## src/rtl/regfile_wb_arbiter.sv

```systemverilog
// Merges ALU (A) and load-return (B) writebacks onto the single register-file write port.
// Latency: a request chosen in cycle N drives rf_* in cycle N+1; queued B writes drain into idle slots.
// Backpressure: A never stalls; B stalls via b_ready when the FIFO is full. Optional: REGFILE_WB_R0_DISCARD_EN.
module regfile_wb_arbiter #(
    parameter int DEPTH = 4,
    parameter int DW    = 16
) (
    input  logic                   clk,
    input  logic                   rst_n,
    input  logic                   a_valid,
    input  logic [3:0]             a_reg,
    input  logic [DW-1:0]          a_data,
    input  logic                   b_valid,
    output logic                   b_ready,
    input  logic [3:0]             b_reg,
    input  logic [DW-1:0]          b_data,
    output logic                   rf_write_reg,
    output logic [3:0]             rf_dst_reg,
    output logic [DW-1:0]          rf_dst_data,
    output logic [15:0]            pending,
    output logic [$clog2(DEPTH):0] fifo_count
);

    localparam int PW = $clog2(DEPTH);
    localparam int CW = PW + 1;

`ifdef REGFILE_WB_R0_DISCARD_EN
    localparam bit R0_DISCARD = 1'b1;
`else
    localparam bit R0_DISCARD = 1'b0;
`endif

    // FIFO storage; a cleared live bit marks an entry overtaken by a younger A write
    logic [DEPTH-1:0] entryLive;
    logic [3:0]       entryReg  [DEPTH];
    logic [DW-1:0]    entryData [DEPTH];
    logic [PW-1:0]    rdPtr;
    logic [PW-1:0]    wrPtr;

    logic             fifoEmpty;
    logic             fifoFull;
    logic             aDrop;
    logic             bDrop;
    logic             aStage;
    logic             doPop;
    logic             bypass;
    logic             doPush;
    logic             pushLive;
    logic [DEPTH-1:0] squash;
    logic [DEPTH-1:0] liveNext;
    logic             stageVld;
    logic [3:0]       stageReg;
    logic [DW-1:0]    stageData;
    logic [15:0]      pendingVec;

    assign fifoEmpty = (fifo_count == '0);
    assign fifoFull  = (fifo_count == CW'(DEPTH));
    assign b_ready   = !fifoFull;
    assign aDrop     = R0_DISCARD && (a_reg == 4'd0);
    assign bDrop     = R0_DISCARD && (b_reg == 4'd0);

    // Slot arbitration: A first, then FIFO head, then B bypass when the FIFO is empty
    always_comb begin
        aStage    = a_valid && !aDrop;
        doPop     = !aStage && !fifoEmpty;
        bypass    = !aStage && fifoEmpty && b_valid;
        doPush    = b_valid && b_ready && !bypass && !bDrop;
        pushLive  = !(aStage && (a_reg == b_reg));
        stageVld  = 1'b0;
        stageReg  = rf_dst_reg;
        stageData = rf_dst_data;
        if (aStage) begin
            stageVld  = 1'b1;
            stageReg  = a_reg;
            stageData = a_data;
        end else if (doPop) begin
            stageVld  = entryLive[rdPtr];
            stageReg  = entryReg[rdPtr];
            stageData = entryData[rdPtr];
        end else if (bypass) begin
            stageVld  = !bDrop;
            stageReg  = b_reg;
            stageData = b_data;
        end
    end

    // Live-bit update: squash older same-register entries, retire the popped slot, mark the new entry
    always_comb begin
        squash = '0;
        for (int i = 0; i < DEPTH; i++) begin
            squash[i] = aStage && (entryReg[i] == a_reg);
        end
        liveNext = entryLive & ~squash;
        if (doPop) begin
            liveNext[rdPtr] = 1'b0;
        end
        if (doPush) begin
            liveNext[wrPtr] = pushLive;
        end
    end

    // FIFO state: storage, pointers and occupancy; reset discards all queued writes
    always_ff @(posedge clk or negedge rst_n) begin
        if (!rst_n) begin
            entryLive  <= '0;
            rdPtr      <= '0;
            wrPtr      <= '0;
            fifo_count <= '0;
            for (int i = 0; i < DEPTH; i++) begin
                entryReg[i]  <= '0;
                entryData[i] <= '0;
            end
        end else begin
            entryLive <= liveNext;
            if (doPush) begin
                entryReg[wrPtr]  <= b_reg;
                entryData[wrPtr] <= b_data;
                wrPtr            <= wrPtr + PW'(1);
            end
            if (doPop) begin
                rdPtr <= rdPtr + PW'(1);
            end
            if (doPush && !doPop) begin
                fifo_count <= fifo_count + CW'(1);
            end else if (!doPush && doPop) begin
                fifo_count <= fifo_count - CW'(1);
            end
        end
    end

    // Registered write port; destination/data hold when the slot is idle
    always_ff @(posedge clk or negedge rst_n) begin
        if (!rst_n) begin
            rf_write_reg <= 1'b0;
            rf_dst_reg   <= '0;
            rf_dst_data  <= '0;
        end else begin
            rf_write_reg <= stageVld;
            rf_dst_reg   <= stageReg;
            rf_dst_data  <= stageData;
        end
    end

    // Pending mask from registered state only: live FIFO entries plus the staged write
    always_comb begin
        pendingVec = '0;
        for (int i = 0; i < DEPTH; i++) begin
            if (entryLive[i]) begin
                pendingVec[entryReg[i]] = 1'b1;
            end
        end
        if (rf_write_reg) begin
            pendingVec[rf_dst_reg] = 1'b1;
        end
        if (R0_DISCARD) begin
            pendingVec[0] = 1'b0;
        end
    end

    assign pending = pendingVec;

endmodule

```

## config.mk

```make
export PLATFORM = sky130hd
export DESIGN_NAME = regfile_wb_arbiter
export DESIGN_NICKNAME = d
export VERILOG_FILES = /design/src/rtl/regfile_wb_arbiter.sv
export SDC_FILE = /design/constraint.sdc
export NUM_CORES = 1
export LEC_CHECK = 0
export ABC_AREA = 1
export ABC_CLOCK_PERIOD_IN_PS = 1930
export CAP_MARGIN = 0
export CORE_MARGIN = 10
export CORE_UTILIZATION = 55
export DETAILED_ROUTE_END_ITERATION = 8
export DONT_BUFFER_PORTS = 1
export GPL_TIMING_DRIVEN = 0
export PLACE_DENSITY = 0.72
export SYNTH_ARGS = -nofsm -noshare
export SYNTH_HDL_FRONTEND = slang
export SYNTH_SLANG_ARGS = --single-unit
export TNS_END_PERCENT = 20
```

## constraint.sdc

```tcl
create_clock -name clk -period 1.93 [get_ports clk]
set_clock_uncertainty 0.15 [all_clocks]
set_input_delay 0.579 -clock clk [delete_from_list [all_inputs] [get_ports clk]]
set_output_delay 0.579 -clock clk [all_outputs]
set_load 0.01 [all_outputs]
```

### Word level (Yosys, flattened, before mapping)

Index checks and enable logic that the tools add are counted.

| word-level totals | value |
|---|---|
| register bits | 112 |
| input port bits | 44 |
| output and inout port bits | 41 |
| word-level logic and storage cells | 129 |

| operators by class | value |
|---|---|
| add/sub/neg operators | 4 |
| magnitude comparators | 17 |
| eq/ne operators | 6 |
| multiplexer cells | 47 |
| bitwise operators | 10 |
| reductions and logical operators | 30 |

Operators with widths:

| cell | number |
|---|---|
| 16-bit 2-to-1 mux | 11 |
| 64-bit bitwise mux | 1 |
| 16-bit OR | 4 |
| 16-bit binary-select mux with 2-bit select | 1 |
| 16-bit demux with 2-bit select | 1 |
| 4-bit 2-to-1 mux | 8 |
| 4-bit by 5-bit < comparator with 1-bit output, second input constant | 5 |
| 1-bit demux with 4-bit select | 5 |
| 4-bit equality test | 5 |
| 4-bit by 1-bit >= comparator with 1-bit output, second input constant | 5 |
| 1-bit logical AND | 20 |
| 16-bit bitwise mux | 1 |
| 1-bit 2-to-1 mux | 11 |
| 4-bit AND | 2 |
| 4-bit binary-select mux with 2-bit select | 1 |
| 4-bit demux with 2-bit select | 1 |
| 4-bit inverter | 2 |
| 1-bit logical NOT | 7 |
| 3-bit >= comparator, second input constant | 2 |
| 2-bit by 3-bit < comparator with 1-bit output, second input constant | 2 |
| 3-bit 2-to-1 mux | 2 |
| 2-bit inverter with 3-bit output | 2 |
| 2-bit by 1-bit adder with 2-bit output, second input constant | 2 |
| 4-bit bitwise mux | 1 |
| other kinds (10) | 12 |

### Depth between registers and ports, before layout

| depth | value |
|---|---|
| depth in word-level cells | 13 |
| gate-level depth with buffers | 11 |
| depth with buffers taken out | 10 |

### Worst setup path before layout

No wires, ideal clock.

| path | value |
|---|---|
| path kind | input to register |
| start | input port a_valid |
| end | register fifo_count[1] |
| setup time | 125 ps |
| arrival time | 2034 ps |
| data required time | 1655 ps |
| slack | -379 ps |
| stages on the path | 9 |
| buffers on the path | 1 |
| cell sequence | buf_2 > inv_2 > nand3_4 > nand2_1 > inv_1 > ha_1 > inv_1 > fa_1 > mux2_2 |

| between the ends | value |
|---|---|
| cells in the longest elaborated chain, start to end | 8 |
| elaborated cells between the ends (all ways) | 12 |
| those cells by class | mux (1); reduce/logical (11) |

Ends and longest elaborated chain:

| element | RTL line | text |
|---|---|---|
| start, declared | 10 | `input logic a_valid,` |
| 1-bit logical NOT * | 65, 66 |  |
| 1-bit logical AND (2 in series) | 66 | `bypass = !aStage && fifoEmpty && b_valid;` |
| 1-bit logical NOT | 67 | `doPush = b_valid && b_ready && !bypass && !bDrop;` |
| 1-bit logical AND | 67 |  |
| 1-bit logical NOT | 125 | `end else if (!doPush && doPop) begin` |
| 1-bit logical AND | 125 |  |
| 2-bit nonzero test (no line) | n/a |  |
| end signal, assigned | 124 | `fifo_count <= fifo_count + CW'(1);` |
| end signal, assigned | 126 | `fifo_count <= fifo_count - CW'(1);` |
| end, declared | 21 | `output logic [$clog2(DEPTH):0] fifo_count` |

Mark *: on every way between the ends. The rest lies on a longest branch, timed or not.
A chain may end at the register's enable or synchronous reset.

### Final worst setup path

| path | value |
|---|---|
| start | register entryReg[15] in the netlist's numbering |
| end | output port pending[3] |

| between the ends | value |
|---|---|
| cells in the longest elaborated chain, start to end | 13 |
| elaborated cells between the ends (all ways) | 14 |
| those cells by class | order compare (2); mux (7); bitwise (4); reduce/logical (1) |

Ends and longest elaborated chain:

| element | RTL line | text |
|---|---|---|
| start, declared | 35 | `logic [3:0] entryReg [DEPTH];` |
| start signal, assigned by index | 116 | `entryReg[wrPtr] <= b_reg;` |
| 4-bit by 5-bit < comparator with 1-bit output (implied by the code) / 4-bit by 1-bit >= comparator with 1-bit output (equally long branches) | 149 | `pendingVec[entryReg[i]] = 1'b1;` |
| 1-bit logical AND (implied by the code) | 149 |  |
| 1-bit 2-to-1 mux (implied by the code) | 149 |  |
| 1-bit demux with 4-bit select * | 149 |  |
| 16-bit 2-to-1 mux * | 148 | `if (entryLive[i]) begin` |
| 16-bit OR (no line) | n/a |  |
| 16-bit 2-to-1 mux * | 148 |  |
| 16-bit OR (no line) | n/a |  |
| 16-bit 2-to-1 mux * | 148 |  |
| 16-bit OR (no line) | n/a |  |
| 16-bit 2-to-1 mux * | 148 |  |
| 16-bit OR (no line) | n/a |  |
| 16-bit 2-to-1 mux * | 152 | `if (rf_write_reg) begin` |
| end, declared | 20 | `output logic [15:0] pending,` |

Marked as above.

==> run_summary.xml <==
<?xml version="1.0" encoding="UTF-8"?>
<metrics>
  <group name="detailed_routing">
    <metric name="detail_route.drc_violations" unit="">0</metric>
    <metric name="detail_route.iter0.violations" unit="">820</metric>
    <metric name="route.top_layer_used" unit="">met4</metric>
    <metric name="dr_wl_met3" unit="µm">2474</metric>
    <metric name="avgRoutedWirePerCell" unit="µm">20.87</metric>
    <metric name="detail_route.wirelength" unit="µm">23020</metric>
    <metric name="vias" unit="">6692</metric>
    <metric name="route.antenna.remaining_nets" unit="">0</metric>
    <metric name="route.detailed.vias_per_inst" unit="">6.067</metric>
    <metric name="drt-pass1-iter-count" unit="">6</metric>
    <metric name="routed_metal_1_wire_length" unit="µm">9254</metric>
    <metric name="wl_met2" unit="µm">10650</metric>
  </group>
  <group name="floorplanning">
    <metric name="placeableCoreArea" unit="µm²">11470</metric>
    <metric name="pin_count" unit="">85</metric>
    <metric name="dieWidth" unit="µm">128.3</metric>
    <metric name="dieHeight" unit="µm">128.3</metric>
    <metric name="core.rowCount" unit="">39</metric>
    <metric name="die_area" unit="µm²">16460</metric>
    <metric name="start_util" unit="%">56.25</metric>
  </group>
  <group name="timing">
    <metric name="timing.final.crit_share" unit="%">114.8</metric>
    <metric name="timing.final.max_slew_violations" unit="">0</metric>
    <metric name="rsz0062_at_grt" unit="">true</metric>
    <metric name="post-route-worst-setup-slack" unit="ps">-284.9</metric>
    <metric name="period_needed" unit="ps">2215</metric>
    <metric name="max_slew_headroom" unit="%">47.74</metric>
    <metric name="setup_tns" unit="ps">-4524</metric>
    <metric name="final_hold_viol_count" unit="">112</metric>
    <metric name="worst_margin_slew" unit="ps">783.9</metric>
    <metric name="setup_viol" unit="">20</metric>
    <metric name="max_clock_freq" unit="MHz">451.5</metric>
    <metric name="whs" unit="ps">-230.5</metric>
  </group>
  <group name="outcome">
    <metric name="violations" unit="">hold timing, setup timing</metric>
    <metric name="status" unit="">finished with violations</metric>
  </group>
  <group name="global_route">
    <metric name="first_pass_grt_wire_length" unit="µm">35130</metric>
    <metric name="first_global_vias" unit="">6331</metric>
    <metric name="antenna_found_initial" unit="">0</metric>
    <metric name="grt_util_all_layers" unit="%">27.02</metric>
    <metric name="overflow" unit="">0</metric>
    <metric name="grt_start_max_net_pins" unit="">113</metric>
  </group>
  <group name="synthesis">
    <metric name="synth.area.top_cells" unit="">sky130_fd_sc_hd__dfrtp_1 (43%), sky130_fd_sc_hd__nand2_1 (16%), sky130_fd_sc_hd__nand3_1 (7.3%)</metric>
    <metric name="synth.ff_latch_count" unit="">112</metric>
    <metric name="syn_area" unit="µm²">6450</metric>
    <metric name="synth_top_area_share" unit="%">43.45</metric>
    <metric name="synth-edff-count" unit="">0</metric>
    <metric name="postSynthCellCount" unit="">911</metric>
    <metric name="syn-num-nets" unit="">965</metric>
    <metric name="post_syn_area_per_cell" unit="µm²">7.080</metric>
    <metric name="postSynth.topFlopCell" unit="">sky130_fd_sc_hd__dfrtp_1</metric>
    <metric name="synth.distinct_cells" unit="">31</metric>
    <metric name="synth_async_sr_flop_share" unit="%">100.0</metric>
    <metric name="synth.largest_area_cell" unit="">sky130_fd_sc_hd__dfrtp_1</metric>
    <metric name="synth-warning-count" unit="">0</metric>
    <metric name="synth_seq_area_share" unit="%">43.45</metric>
  </group>
  <group name="layout">
    <metric name="fillCellCount" unit="">968</metric>
    <metric name="final_layout_size_suffix_gt1_share" unit="%">23.75</metric>
    <metric name="synthToLayoutAreaGrowth" unit="%">22.89</metric>
    <metric name="antenna-diode-count" unit="">0</metric>
    <metric name="largest_register_ffs" unit="">64</metric>
    <metric name="finalInstanceArea" unit="µm²">7926</metric>
    <metric name="fin_nets" unit="">1009</metric>
    <metric name="most_flop_heavy_register" unit="">entryData</metric>
    <metric name="largest_registers_in_the_final_layout" unit="">entryData x64, entryReg x16, rf_dst_data x16</metric>
    <metric name="final_util" unit="%">69.12</metric>
  </group>
  <group name="pwr">
    <metric name="max-vdd-ir-drop" unit="µV">1203</metric>
    <metric name="swShare" unit="%">47.60</metric>
    <metric name="p_per_area" unit="nW/µm²">1698</metric>
    <metric name="combinationalPowerShare" unit="%">49.0</metric>
    <metric name="p_leak" unit="nW">3.809</metric>
    <metric name="power_report.internal_total" unit="W">0.007054</metric>
    <metric name="p_sw" unit="W">0.006408</metric>
    <metric name="seq_power_share" unit="%">36.1</metric>
    <metric name="clkPwrFrac" unit="%">14.9</metric>
  </group>
  <group name="setup_path">
    <metric name="worstPathMaxFanout" unit="">5</metric>
    <metric name="r2r_setup_slack" unit="ps">-250</metric>
    <metric name="cp_data_required_time" unit="ps">1200</metric>
    <metric name="critical_path.startpoint_type" unit="">register</metric>
    <metric name="worst_setup_path_startpoint" unit="">entryReg[15]$_DFFE_PN0P_</metric>
    <metric name="setup.worst_path.class" unit="">reg -&gt; out</metric>
    <metric name="timing.rr.end" unit="">fifo_count[1]$_DFFE_PN0P_</metric>
    <metric name="worstSetupEndpointType" unit="">primary output</metric>
    <metric name="worst-r2r-cell-count" unit="">8</metric>
    <metric name="timing.rr.start" unit="">fifo_count[1]$_DFFE_PN0P_</metric>
    <metric name="worst-endpoint-arrival" unit="ps">1490</metric>
  </group>
  <group name="placed_design">
    <metric name="dpl_cell_area" unit="µm²">6645</metric>
    <metric name="port_buffers" unit="">0</metric>
    <metric name="gp_routability_congestion" unit="">0.9119</metric>
    <metric name="place_ws" unit="ps">-413.3</metric>
    <metric name="hpwlAfterDp" unit="µm">15880</metric>
  </group>
  <group name="clock_tree">
    <metric name="cell_chosen_for_the_clock_root" unit="">sky130_fd_sc_hd__clkbuf_16</metric>
    <metric name="numClockSinks" unit="">112</metric>
    <metric name="cts_max_level" unit="">3</metric>
    <metric name="cts_tree" unit="">built</metric>
    <metric name="tritoncts.num_buffers" unit="">9</metric>
    <metric name="insertion_delay" unit="ps">360</metric>
    <metric name="cts.reportedPaths.clkPinSlew" unit="ps">80</metric>
    <metric name="cts.path.max_buffers" unit="">2</metric>
  </group>
  <group name="hold_path">
    <metric name="hp-class" unit="">in -&gt; async</metric>
  </group>
  <group name="run">
    <metric name="cap_viol_max_count" unit="">0</metric>
  </group>
</metrics>
==> per-stage QoR <==
stage / hold slack (ps) / instances / total power [W]
6_report: -230.5 / 1103 / 0.01346
5_1_grt: -239.1 / 1103 / 0.01424
4_1_cts: -234.0 / 1091 / 0.01248
3_5_place_dp: 142.6 / 1054 / 0.009585
3_3_place_gp: 142.6 / 1054 / 0.009345
2_1_floorplan: 133.4 / 911 / 0.007917
==> cells by family after synthesis <==
group / after synthesis / synth area share, %
simple gates: 495 / 32.22
flops: 112 / 43.45
buf+inv: 132 / 8.322
compound gates: 156 / 13.09
fa+ha+maj: 10 / 2.056
xor+xnor: 5 / 0.6791
mux: 1 / 0.1746
==> power groups by stage <==
stage / Clock [W] / Sequential [W] / Combinational, W
after CTS: 0.00201 / 0.00472 / 0.00575
after floorplan: 0 / 0.00419 / 0.00372
final: 0.00201 / 0.00486 / 0.00659
after global placement: 0 / 0.00442 / 0.00492
after detailed placement: 0 / 0.00448 / 0.00511
after global routing: 0.00209 / 0.00498 / 0.00717
==> critical path: stages, from the launching register on <==
cell and delay [ps]:
sky130_fd_sc_hd__dfrtp_2 460, sky130_fd_sc_hd__inv_4 70, sky130_fd_sc_hd__nand3_1 170, sky130_fd_sc_hd__nor2_1 70, sky130_fd_sc_hd__nor2_2 160, sky130_fd_sc_hd__nand4_1 190
==> layout by cell type (no fill, tap or decap), types with 13 or more instances in the layout <==
cell                      instances
sky130_fd_sc_hd__nand2_1        267
sky130_fd_sc_hd__dfrtp_1         84
sky130_fd_sc_hd__nand3_1         79
sky130_fd_sc_hd__o21ai_0         67
sky130_fd_sc_hd__nor2_1          64
sky130_fd_sc_hd__inv_1           57
sky130_fd_sc_hd__buf_4           42
sky130_fd_sc_hd__a21oi_1         32
sky130_fd_sc_hd__dfrtp_2         28
sky130_fd_sc_hd__o21ai_1         23
sky130_fd_sc_hd__o21a_1          20
sky130_fd_sc_hd__buf_6           18
sky130_fd_sc_hd__nor2_2          15
sky130_fd_sc_hd__nand3_2         13
==> cells in the mapped netlist (3+ instances only) <==
library cell               number
sky130_fd_sc_hd__nand4_1       10
sky130_fd_sc_hd__inv_1         79
sky130_fd_sc_hd__clkbuf_2       7
sky130_fd_sc_hd__nor3_1        11
sky130_fd_sc_hd__buf_2         20
sky130_fd_sc_hd__nand3_1       94
sky130_fd_sc_hd__o21ai_1       22
sky130_fd_sc_hd__nor2_1        86
sky130_fd_sc_hd__a21oi_1       41
sky130_fd_sc_hd__o21a_1        20
sky130_fd_sc_hd__clkbuf_1      21
sky130_fd_sc_hd__nand2_1      282
sky130_fd_sc_hd__nand3_2        4
sky130_fd_sc_hd__xor2_1         3
sky130_fd_sc_hd__o21ai_0       70
sky130_fd_sc_hd__ha_1           9
sky130_fd_sc_hd__dfrtp_1      112
==> how the worst max path moves through the flow <==
stage                                 to  slack [ps]  depth (start not counted)
4_1_cts                      pending[10]        -250                          4
3_5_place_dp   fifo_count[2]$_DFFE_PN0P_        -410                         10
2_1_floorplan  fifo_count[2]$_DFFE_PN0P_        -230                         10
5_1_grt        fifo_count[1]$_DFFE_PN0P_        -340                          8
6_report                      pending[3]        -280                          5
3_3_place_gp   fifo_count[2]$_DFFE_PN0P_        -350                         10
==> area by class of cell <==
type                            count  area [µm²]  area share [%]
Sequential cell                   112        2838           35.80
Multi-Input combinational cell    667        3580           45.16
Inverter                           82       344.1           4.341
Clock buffer                       10       239.0           3.015
Tap cell                          143       178.9           2.257
Buffer                             42       329.1           4.152
Clock inverter                      6       82.58           1.042
Timing Repair Buffer               41       335.3           4.230
==> repair_timing <==
action / CTS / global route
setup buffers: 29 / 13
endpoints found under the setup margin: 21 / 117
pin swaps: 27 / 43
hold endpoints to repair: 112 / 112
resized for setup: 100 / 142
==> routing by layer <==
layer | GRT usage, % | vias to the layer above
met5 | 0 | -
met2 | 41.85 | 416
met3 | 7.527 | 56
met4 | 9.868 | 0
li1 | - | 3011
met1 | 35.25 | 3209
(Power assumes the default switching activity.)
